**src/rtl/inst_fetch_pkg.sv**
```systemverilog
// Purpose: shared types and constants for the instruction fetch stage.
// Contents: address/instruction widths, PC step, buffer depth, default reset PC,
//           fetch FSM state encoding and the buffered {inst, pc} entry type.
package inst_fetch_pkg;

  localparam int unsigned INST_ADDR_WIDTH   = 16;
  localparam int unsigned INST_WIDTH        = 16;
  localparam int unsigned NUM_BYTES_IN_INST = 2;
  localparam int unsigned FIFO_DEPTH        = 2;
  localparam int unsigned FIFO_CNT_W        = 2;
  localparam int unsigned OCC_W             = 3;
  localparam int unsigned PERF_CNT_W        = 16;

  localparam logic [INST_ADDR_WIDTH-1:0] DEFAULT_RESET_PC = '0;

  typedef enum logic [1:0] {
    BOOT   = 2'd0,
    RUN    = 2'd1,
    HALTED = 2'd2
  } fetch_state_e;

  typedef struct packed {
    logic [INST_WIDTH-1:0]      inst;
    logic [INST_ADDR_WIDTH-1:0] pc;
  } fetch_entry_t;

endpackage

```
**src/rtl/inst_fetch_if.sv**
```systemverilog
// Purpose: bundle of the fetch stage's control, imem and decode signals.
// master modport: fetch stage (drives imem_req/imem_addr and the decode-side
//                 inst_valid/inst/inst_pc; receives halt/branch/branch_addr,
//                 imem_rdata and inst_ready).
// slave modport:  the surrounding pipeline / memory, mirrored directions.
interface inst_fetch_if;
  import inst_fetch_pkg::*;

  logic                       halt;
  logic                       branch;
  logic [INST_ADDR_WIDTH-1:0] branch_addr;
  logic                       imem_req;
  logic [INST_ADDR_WIDTH-1:0] imem_addr;
  logic [INST_WIDTH-1:0]      imem_rdata;
  logic                       inst_valid;
  logic [INST_WIDTH-1:0]      inst;
  logic [INST_ADDR_WIDTH-1:0] inst_pc;
  logic                       inst_ready;

  modport master (
    input  halt, branch, branch_addr, imem_rdata, inst_ready,
    output imem_req, imem_addr, inst_valid, inst, inst_pc
  );

  modport slave (
    output halt, branch, branch_addr, imem_rdata, inst_ready,
    input  imem_req, imem_addr, inst_valid, inst, inst_pc
  );

endinterface

```
**src/rtl/inst_fetch_fifo.sv**
```systemverilog
// Purpose: 2-entry buffer of fetched {inst, pc} pairs between imem and decode.
// Ports: clk, rst_n (async active-low); i_push/i_data write an entry;
//        i_pop drops the head; i_flush empties the buffer and overrides
//        push/pop; o_head is the oldest entry; o_count is occupancy (0..2).
module inst_fetch_fifo
  import inst_fetch_pkg::*;
(
  input  logic                  clk,
  input  logic                  rst_n,
  input  logic                  i_push,
  input  logic                  i_pop,
  input  logic                  i_flush,
  input  fetch_entry_t          i_data,
  output fetch_entry_t          o_head,
  output logic [FIFO_CNT_W-1:0] o_count
);

  fetch_entry_t          r_mem [FIFO_DEPTH];
  logic                  r_rd_ptr;
  logic                  r_wr_ptr;
  logic [FIFO_CNT_W-1:0] r_count;

  logic w_do_pop;
  logic w_do_push;

  // A push into a full buffer is only legal when the head leaves the same cycle.
  assign w_do_pop  = i_pop & (r_count != '0);
  assign w_do_push = i_push & ((r_count != FIFO_CNT_W'(FIFO_DEPTH)) | w_do_pop);

  // Storage, pointers and occupancy.
  always_ff @(posedge clk or negedge rst_n) begin
    if (!rst_n) begin
      for (int i = 0; i < int'(FIFO_DEPTH); i++) r_mem[i] <= '0;
      r_rd_ptr <= 1'b0;
      r_wr_ptr <= 1'b0;
      r_count  <= '0;
    end else if (i_flush) begin
      r_rd_ptr <= 1'b0;
      r_wr_ptr <= 1'b0;
      r_count  <= '0;
    end else begin
      if (w_do_push) begin
        r_mem[r_wr_ptr] <= i_data;
        r_wr_ptr        <= ~r_wr_ptr;
      end
      if (w_do_pop) r_rd_ptr <= ~r_rd_ptr;
      r_count <= r_count + FIFO_CNT_W'(w_do_push) - FIFO_CNT_W'(w_do_pop);
    end
  end

  assign o_head  = r_mem[r_rd_ptr];
  assign o_count = r_count;

endmodule

```
**src/rtl/inst_fetch.sv**
```systemverilog
// Purpose: instruction fetch stage. Owns the PC, issues sequential imem reads
//          (fixed 1-cycle read latency) and buffers returned instructions for
//          decode behind a valid/ready handshake. halt stops fetching (and wins
//          over branch); branch redirects the PC and flushes buffered and
//          in-flight instructions.
// Ports: clk, rst_n (async active-low); bus (inst_fetch_if.master):
//          halt, branch, branch_addr in; imem_req, imem_addr out (combinational
//          from state, imem_req also from inst_ready); imem_rdata in;
//          inst_valid, inst, inst_pc out; inst_ready in.
// Optional: FETCH_PERF_CNT_EN adds perf_fetched (pops) and perf_flushes
//           (accepted branches), 16-bit saturating counters.
module inst_fetch
  import inst_fetch_pkg::*;
#(
  parameter logic [INST_ADDR_WIDTH-1:0] RESET_PC = DEFAULT_RESET_PC
) (
  input  logic                  clk,
  input  logic                  rst_n,
  inst_fetch_if.master          bus
`ifdef FETCH_PERF_CNT_EN
  ,
  output logic [PERF_CNT_W-1:0] perf_fetched,
  output logic [PERF_CNT_W-1:0] perf_flushes
`endif
);

  fetch_state_e               r_state;
  fetch_state_e               w_state_next;
  logic [INST_ADDR_WIDTH-1:0] r_pc;
  logic [INST_ADDR_WIDTH-1:0] w_pc_next;
  logic                       r_inflight;
  logic [INST_ADDR_WIDTH-1:0] r_inflight_pc;

  logic                       w_req;
  logic                       w_pop;
  logic                       w_branch_take;
  logic                       w_room;
  logic [OCC_W-1:0]           w_occ;
  logic [FIFO_CNT_W-1:0]      w_count;
  fetch_entry_t               w_head;
  fetch_entry_t               w_push_data;

  assign w_pop         = (w_count != '0) & bus.inst_ready;
  assign w_branch_take = bus.branch & ~bus.halt;

  // Room for another request once buffered + in-flight - leaving entries drop below 2.
  assign w_occ  = OCC_W'(w_count) + OCC_W'(r_inflight);
  assign w_room = w_occ < (OCC_W'(FIFO_DEPTH) + OCC_W'(w_pop));

  // Next-state, PC update and request decision.
  always_comb begin
    w_state_next = r_state;
    w_pc_next    = r_pc;
    w_req        = 1'b0;
    case (r_state)
      BOOT: begin
        if (bus.halt) begin
          w_state_next = HALTED;
        end else begin
          w_state_next = RUN;
          if (w_branch_take) w_pc_next = bus.branch_addr;
        end
      end
      RUN: begin
        if (bus.halt) begin
          w_state_next = HALTED;
        end else if (w_branch_take) begin
          w_pc_next = bus.branch_addr;
        end else if (w_room) begin
          w_req     = 1'b1;
          w_pc_next = r_pc + INST_ADDR_WIDTH'(NUM_BYTES_IN_INST);
        end
      end
      HALTED: begin
        if (w_branch_take) begin
          w_state_next = RUN;
          w_pc_next    = bus.branch_addr;
        end
      end
      default: w_state_next = BOOT;
    endcase
  end

  // State, PC and in-flight request tracking.
  always_ff @(posedge clk or negedge rst_n) begin
    if (!rst_n) begin
      r_state       <= BOOT;
      r_pc          <= RESET_PC;
      r_inflight    <= 1'b0;
      r_inflight_pc <= '0;
    end else begin
      r_state    <= w_state_next;
      r_pc       <= w_pc_next;
      r_inflight <= w_req;
      if (w_req) r_inflight_pc <= r_pc;
    end
  end

  // The returning word is written unless a branch this cycle flushes it.
  assign w_push_data = '{inst: bus.imem_rdata, pc: r_inflight_pc};

  inst_fetch_fifo u_fetch_fifo (
    .clk     (clk),
    .rst_n   (rst_n),
    .i_push  (r_inflight),
    .i_pop   (w_pop & ~w_branch_take),
    .i_flush (w_branch_take),
    .i_data  (w_push_data),
    .o_head  (w_head),
    .o_count (w_count)
  );

  assign bus.imem_req   = w_req;
  assign bus.imem_addr  = r_pc;
  assign bus.inst_valid = (w_count != '0);
  assign bus.inst       = w_head.inst;
  assign bus.inst_pc    = w_head.pc;

`ifdef FETCH_PERF_CNT_EN
  logic [PERF_CNT_W-1:0] r_perf_fetched;
  logic [PERF_CNT_W-1:0] r_perf_flushes;

  // Saturating event counters; a pop cancelled by a branch is not a fetch.
  always_ff @(posedge clk or negedge rst_n) begin
    if (!rst_n) begin
      r_perf_fetched <= '0;
      r_perf_flushes <= '0;
    end else begin
      if (w_pop && !w_branch_take && (r_perf_fetched != '1))
        r_perf_fetched <= r_perf_fetched + PERF_CNT_W'(1);
      if (w_branch_take && (r_perf_flushes != '1))
        r_perf_flushes <= r_perf_flushes + PERF_CNT_W'(1);
    end
  end

  assign perf_fetched = r_perf_fetched;
  assign perf_flushes = r_perf_flushes;
`endif

endmodule
```
**src/flat_wrapper.sv**
```systemverilog
// flat-port wrapper written by rule: the top's interface ports become plain ports
module inst_fetch_flat import inst_fetch_pkg::*;
#(
  parameter logic [INST_ADDR_WIDTH-1:0] RESET_PC = DEFAULT_RESET_PC
)
  (clk, rst_n, bus_halt, bus_branch, bus_branch_addr, bus_imem_rdata, bus_inst_ready, bus_imem_req, bus_imem_addr, bus_inst_valid, bus_inst, bus_inst_pc);
  inst_fetch_if bus_i ();
  input  logic clk;
  input  logic rst_n;
  input wire logic [$bits(bus_i.halt)-1:0] bus_halt;
  input wire logic [$bits(bus_i.branch)-1:0] bus_branch;
  input wire logic [$bits(bus_i.branch_addr)-1:0] bus_branch_addr;
  input wire logic [$bits(bus_i.imem_rdata)-1:0] bus_imem_rdata;
  input wire logic [$bits(bus_i.inst_ready)-1:0] bus_inst_ready;
  output wire logic [$bits(bus_i.imem_req)-1:0] bus_imem_req;
  output wire logic [$bits(bus_i.imem_addr)-1:0] bus_imem_addr;
  output wire logic [$bits(bus_i.inst_valid)-1:0] bus_inst_valid;
  output wire logic [$bits(bus_i.inst)-1:0] bus_inst;
  output wire logic [$bits(bus_i.inst_pc)-1:0] bus_inst_pc;
  assign bus_i.halt = bus_halt;
  assign bus_i.branch = bus_branch;
  assign bus_i.branch_addr = bus_branch_addr;
  assign bus_i.imem_rdata = bus_imem_rdata;
  assign bus_i.inst_ready = bus_inst_ready;
  assign bus_imem_req = bus_i.imem_req;
  assign bus_imem_addr = bus_i.imem_addr;
  assign bus_inst_valid = bus_i.inst_valid;
  assign bus_inst = bus_i.inst;
  assign bus_inst_pc = bus_i.inst_pc;
  inst_fetch #(.RESET_PC(RESET_PC)) u_core (.clk(clk), .rst_n(rst_n), .bus(bus_i));
endmodule
```
**config.mk**
```make
export PLATFORM = sky130hd
export DESIGN_NAME = inst_fetch_flat
export DESIGN_NICKNAME = d
export VERILOG_FILES = /design/src/rtl/inst_fetch_pkg.sv /design/src/rtl/inst_fetch_if.sv /design/src/rtl/inst_fetch_fifo.sv /design/src/rtl/inst_fetch.sv /design/src/flat_wrapper.sv
export SDC_FILE = /design/constraint.sdc
export NUM_CORES = 1
export LEC_CHECK = 0
export CORE_MARGIN = 2
export CORE_UTILIZATION = 45
export CTS_CLUSTER_DIAMETER = 150
export DETAILED_ROUTE_END_ITERATION = 12
export PLACE_DENSITY = 0.75
export SLEW_MARGIN = 20
export SYNTH_ARGS = -nofsm -noshare
export SYNTH_HDL_FRONTEND = slang
export SYNTH_SLANG_ARGS = --single-unit
export TNS_END_PERCENT = 50
```
**constraint.sdc**
```tcl
create_clock -name clk -period 3.1 [get_ports clk]
set_clock_uncertainty 0.15 [all_clocks]
set_input_delay 0.62 -clock clk [delete_from_list [all_inputs] [get_ports clk]]
set_output_delay 0.62 -clock clk [all_outputs]
set_load 0.05 [all_outputs]
```
==> key figures, run 1 <==
Status
  • Run status: complete, no violations

Setup path
  • Crit-path max FO: 6
  • Top delay family on crit path: buffers and inverters
  • CP Launch Type: input pin
  • CP peak stage delay: 510 ps
  • Worst path bufs/invs: 3
  • Worst EP arrival: 2050 ps
  • Crit. End Element: output pin
  • CP required: 2330 ps
  • Cell breakdown of the critical path: clkdlybuf4s50_1, nor2b_2, nor3b_4, nand3_4, inv_1, buf_12
  • Critical path class: in -> out
  • CP max-delay cell: clkdlybuf4s50_1

Clock tree
  • Root Buffer: clkbuf_8
  • CTS tree: done
  • Cts repair resizes: 0
  • Max clock buf depth: 2
  • CTS Buf Count: 9
  • Hold Buf Count CTS: 0
  • Clock Pin Slew Worst Setup and Hold Paths: 100 ps
  • Setup bufs post-CTS: 0
  • CTS Sinks: 103
  • Clk_lat worst skew: 370 ps
  • Max H-tree Level: 3

Floorplanning
  • Die extent in x: 107 um
  • DIE HEIGHT: 107 um
  • # IOs: 87
  • Die area: 0.0114 sq mm
  • Core Region: 0.0103 sq mm
  • Std-Cell Rows: 37
  • Initial Utilization: 46.2%

Detailed routing
  • Pre-antenna DRT Iters: 4
  • Total Wirelength: 9.68 mm
  • DRC errors left: 0
  • Vias: 3185
  • Routed len/inst: 16.4 um
  • Iteration-0 DRC Markers: 106
  • Vias/cell: 5.38
  • Remaining antenna violation count: 0

Timing
  • Final Hold Viols: 0
  • Worst-Margin Slew: 703 ps
  • RSZ-0062 raised after global routing: no
  • Final setup fails: 0
  • Slew headroom: 53.1%
  • Tcrit/Tclk final: 90.8%
  • F_max: 355 MHz
  • Max-slew violations: 0
  • Period minus WS final: 2820 ps
  • Final setup TNS: 0 ps
  • Final setup margin: 285 ps

Logic synthesis
  • Syn Nets: 401
  • Synth async-reset ratio: 100%
  • Yosys cell types: 42
  • EDFF count, synth: 0
  • Yosys Warn Count: 0
  • Sequential fraction of the synthesis area: 54.3%
  • Cell area after synthesis: 0.00475 sq mm
  • Synth Instances: 359
  • Avg Inst Size Synth: 13.2 sq um
  • Top FF cell, synth: dfrtp_1
  • FF+latch count, synth: 103

GRT
  • Largest net degree at the start of global routing: 53
  • Initial antenna violation count: 0
  • Vias in the first global route: 3247
  • GRT Total Usage: 17.8%
  • GRT overflow: 0
  • First-pass GRT wire length: 16.0 mm

Place
  • DP Worst Slack: 114 ps
  • Port bufs: 86
  • Gpl congestion: 0.779
  • DP Wirelength: 6.87 mm

Power
  • Pwr per Cell Area: 1050 mW/mm^2
  • P_leak: 2.83 nW
  • Max IR drop VDD: 0.461 mV

Cells and area
  • N_diodes: 0
  • NumNets Final: 493
  • Layout cells sized above 1: 39.7%
  • Commonest non-fill, non-tap cell in the layout: dfrtp_1
  • Commonest non-fill, non-tap cells in the layout: 103 x dfrtp_1, 102 x mux2_2, 52 x clkdlybuf4s50_1, 34 x buf_12, 25 x a21oi_1
  • Layout area overhead: 33.6%

Flow run
  • Max-cap violations: 0

Worst hold path
  • Worst hold path class: in -> async
## cell type report
cell class                      instances  area [sq um]
Clock buffer                            9           124
Clock inverter                          7          65.1
Fill cell                             819          3940
Inverter                                3          11.3
Multi-Input combinational cell        237          2090
Sequential cell                       103          2580
Tap cell                              136           170
Timing Repair Buffer                   97          1300
## synthesized netlist by cell type (all sizes together) (2+ instances only)
library cell,n,area (sq um)
a21oi,25,125
a2bb2oi,6,52.6
and3,3,18.8
buf,11,71.3
clkbuf,5,18.8
dfrtp,103,2580
ha,5,62.6
inv,3,11.3
mux2,113,1310
nand2,14,52.6
nand2b,7,43.8
nand3,11,67.6
nand4,2,12.5
nor2,13,51.3
o21ai,12,63.8
o22ai,6,37.5
xor2,3,26.3
## per-layer routing
layer / GRT usage [%] / up-vias / part of all wire [%]
met2: 30.9 / 97 / 50
met5: 0 / - / 0
li1: - / 1486 / -
met3: 2.25 / 10 / 3.9
met1: 23.1 / 1592 / 44
met4: 6.22 / 0 / 1.5
## kinds of logic (layout without fill, tap and decap cells)
family,after synthesis,after routing,share of synthesized area [%]
mux,114,114,27.7
flops,103,103,54.3
fa+ha+maj,5,5,1.32
simple gates,58,58,6.62
buf+inv,19,116,2.14
compound gates,56,56,7.15
xor+xnor,4,4,0.738
## flip-flops by register name, summed over array words and instances, names as in the netlist
name and cells:
u_core.u_fetch_fifo.r_rd_ptr 1, u_core.u_fetch_fifo.r_mem 64, u_core.u_fetch_fifo.o_count 2, u_core.bus.imem_addr 16
u_core.r_inflight 1, u_core.r_inflight_pc 16, u_core.r_state 2, u_core.u_fetch_fifo.r_wr_ptr 1
## stage by stage
| stage | instance area [sq um] | hold WS [ps] | utilization [%] | power [W] | cells |
|---|---|---|---|---|---|
| floorplan | 4750 | 174 | - | 0.00427 | 359 |
| global placement | 6120 | 318 | 59.6 | 0.00582 | 575 |
| detailed placement | 6120 | 329 | 59.6 | 0.00592 | 575 |
| CTS | 6310 | 144 | 61.4 | 0.00674 | 591 |
| global route | 6340 | 178 | 61.7 | 0.00699 | 592 |
| finish | 6340 | 138 | 61.7 | 0.00667 | 592 |
## report_power, final
group	total, W	switching (W)	internal, W
registers	0.00222	0.000378	0.00184
clock network	0.000804	0.000492	0.000312
logic	0.00365	0.00186	0.00180
## final timing paths
| check | end | slack (ps) | startpoint | depth (start not counted) |
|---|---|---|---|---|
| setup / recovery | bus_imem_req | 280 | bus_branch | 6 |
| hold / removal | u_core.u_fetch_fifo.r_mem[61] | 140 | rst_n | 1 |
| setup reg to reg | u_core.bus.imem_addr[1] | 910 | u_core.u_fetch_fifo.o_count[0] | 8 |
| hold reg to reg | u_core.u_fetch_fifo.r_mem[55] | 350 | u_core.u_fetch_fifo.r_mem[55] | 1 |
| max in group asynchronous | u_core.u_fetch_fifo.r_mem[8] | 1950 | rst_n | 2 |
| min in group clk | u_core.u_fetch_fifo.r_mem[55] | 350 | u_core.u_fetch_fifo.r_mem[55] | 1 |
No activity file was read; power rests on OpenSTA's default activity.
==> run 2: changes to the inputs <==
Settings changed: CTS_BUF_LIST from default to sky130_fd_sc_hd__clkbuf_8 sky130_fd_sc_hd__clkbuf_16, PLACE_DENSITY 0.75 to 0.79.
==> run 2 against run 1 <==
Net effect: register-to-register slack gained 30 ps; sequential share of layout area grew 0.080 points; non-clock buffer count shrank 2; clock power shrank 2.9%; critical path depth is the same; worst hold slack lost 110 ps; sequential power is essentially flat; critical endpoint unchanged; highest routed layer unchanged.
==> key figures, run 2 (synthesized netlist as in run 1, its figures left out) <==
Cells and area
  • Biggest register: u_core.u_fetch_fifo.r_mem
  • Layout area overhead: 33.4%
  • NumNets Final: 491 (-0.41%)
  • N_diodes: 0 (unchanged)
  • Commonest non-fill, non-tap cells in the layout: 103 x dfrtp_1, 102 x mux2_2, 52 x clkdlybuf4s50_1, 35 x buf_12, 25 x a21oi_1
  • Design Area, Final: 0.00633 sq mm (-0.20%)
  • Area taken by flip-flops and latches: 0.00258 sq mm (unchanged)
  • Layout cells sized above 1: 39.4% (-0.27 points)
  • Max FFs per register: 64 (unchanged)
  • Filler cells: 824 (+0.61%)
  • Commonest non-fill, non-tap cell in the layout: dfrtp_1
  • Area occupied by multi-input gates: 0.00209 sq mm (unchanged)

Power
  • Max IR drop VDD: 0.453 mV (-1.7%)
  • Pwr per Cell Area: 1050 mW/mm^2 (-0.23%)
  • P_leak: 2.82 nW (-0.32%)

Floorplanning
  • # IOs: 87 (unchanged)
  • Std-Cell Rows: 37 (unchanged)
  • Die area: 0.0114 sq mm (unchanged)
  • DIE HEIGHT: 107 um (unchanged)
  • Die extent in x: 107 um (unchanged)
  • Core Region: 0.0103 sq mm (unchanged)
  • Initial Utilization: 46.2% (unchanged)

Clock tree
  • Setup bufs post-CTS: 0 (unchanged)
  • Clk_lat worst skew: 360 ps (about the same)
  • CTS Sinks: 103 (unchanged)
  • Root Buffer: clkbuf_8
  • Max clock buf depth: 2 (unchanged)
  • Hold Buf Count CTS: 0 (unchanged)
  • Max H-tree Level: 3 (unchanged)
  • CTS Buf Count: 9 (unchanged)
  • CTS tree: done
  • Clock Pin Slew Worst Setup and Hold Paths: 100 ps (about the same)
  • Cts repair resizes: 0 (unchanged)

Timing
  • Max-slew violations: 0 (unchanged)
  • F_max: 362 MHz (+1.9%)
  • Final setup margin: 339 ps (+53.7 ps)
  • Period minus WS final: 2760 ps (-53.7 ps)
  • Worst-Margin Slew: 673 ps (-29.9 ps)
  • RSZ-0062 raised after global routing: no
  • Slew headroom: 55.1% (+2.0 points)
  • Final Hold Viols: 0 (unchanged)
  • Final setup TNS: 0 ps (unchanged)
  • Tcrit/Tclk final: 89.1% (-1.7 points)
  • Final setup fails: 0 (unchanged)

Flow run
  • Max-cap violations: 0 (unchanged)

Place
  • Port bufs: 86 (unchanged)
  • DP Worst Slack: 130 ps (+15.3 ps)
  • Placed cell area: 0.00612 sq mm (about the same)
  • Gpl congestion: 0.789 (+1.3%)
  • DP Wirelength: 6.59 mm (-4.1%)

Setup path
  • Worst EP arrival: 1990 ps (-60 ps)
  • CP Launch Type: input pin
  • Critical path class: in -> out
  • Crit. End Element: output pin
  • CP required: 2330 ps (about the same)
  • Crit-path max FO: 6 (unchanged)

GRT
  • Initial antenna violation count: 0 (unchanged)
  • GRT overflow: 0 (unchanged)
  • First-pass GRT wire length: 16.0 mm (+0.22%)
  • Largest net degree at the start of global routing: 53 (unchanged)
  • GRT Total Usage: 17.9% (+0.030 points)
  • Vias in the first global route: 3226 (-0.65%)

Detailed routing
  • Vias/cell: 5.34 (-0.80%)
  • Vias: 3149 (-1.1%)
  • Remaining antenna violation count: 0 (unchanged)
  • Iteration-0 DRC Markers: 97 (-8.5%)
  • Total Wirelength: 9.63 mm (-0.59%)
  • Routed len/inst: 16.3 um (-0.25%)
  • DRC errors left: 0 (unchanged)
  • Pre-antenna DRT Iters: 4 (unchanged)

Status
  • Run status: complete, no violations

Worst hold path
  • Worst hold path class: in -> async
run 2: cell types whose count changed in the layout (fill, tap and decap cells not counted), sizes merged:
cell | before | now
clkinv | 0 | 2
clkinvlp | 3 | 2
buf | 45 | 43
inv | 7 | 6
run 2: layout make-up:
type | count | share of cell area [%]
sequential | 103 | 40.7
inverter | 3 | 0.178
tap | 136 | 2.69
timing repair buffer | 95 | 20.6
clock inverter | 7 | 0.870
clock buffer | 9 | 1.96
multi-input combinational | 237 | 33.0
run 2: worst max-delay path, cell delays in order:
cell and delay, ps:
clkdlybuf4s50_1 510, nor2b_2 250, nor3b_4 240, nand3_4 90, inv_1 130, buf_12 150
run 2: where the power goes:
| part | switching (W) | leakage, nW | total (W) | internal (W) |
|---|---|---|---|---|
| clock | 0.000480 | 0.0866 | 0.000781 | 0.000301 |
| combinational | 0.00185 | 1.44 | 0.00365 | 0.00179 |
| sequential | 0.000379 | 1.29 | 0.00222 | 0.00184 |
run 2: final timing paths:
kind                                                     start                             to  slack [ps]  cells past startpoint
worst max register to register  u_core.u_fetch_fifo.o_count[0]        u_core.bus.imem_addr[1]         940                      8
worst max-delay path                                bus_branch                   bus_imem_req         340                      6
worst min register to register   u_core.u_fetch_fifo.r_mem[55]  u_core.u_fetch_fifo.r_mem[55]         340                      1
min in group clk                 u_core.u_fetch_fifo.r_mem[55]  u_core.u_fetch_fifo.r_mem[55]         340                      1
max in group asynchronous                                rst_n  u_core.u_fetch_fifo.r_mem[52]        2090                      2
worst min-delay path                                     rst_n  u_core.u_fetch_fifo.r_mem[30]          30                      1
run 2: metrics by stage:
| step | hold WS [ps] | util (%) | std cells | power [W] |
|---|---|---|---|---|
| 2_1_floorplan | 174 | - | 359 | 0.00427 |
| 3_3_place_gp | 314 | 59.6 | 573 | 0.00581 |
| 3_5_place_dp | 326 | 59.6 | 573 | 0.00592 |
| 4_1_cts | 32.2 | 61.3 | 589 | 0.00670 |
| 5_1_grt | 49.0 | 61.6 | 590 | 0.00698 |
| 6_report | 31.1 | 61.6 | 590 | 0.00665 |
run 2: per-layer routing:
layer / GRT usage [%] / up-vias / part of all wire, %
met3: 2.92 / 11 / 3.9
li1: - / 1475 / -
met2: 29.3 / 81 / 49
met5: 0 / - / 0
met1: 24.5 / 1582 / 46
met4: 5.57 / 0 / 1.2
==> run 3: changes to the inputs <==
Settings changed: SKIP_CTS_REPAIR_TIMING from default to 1.
==> results of run 3 <==
The final DEF is identical to that of run 2; final timing and power are the same.
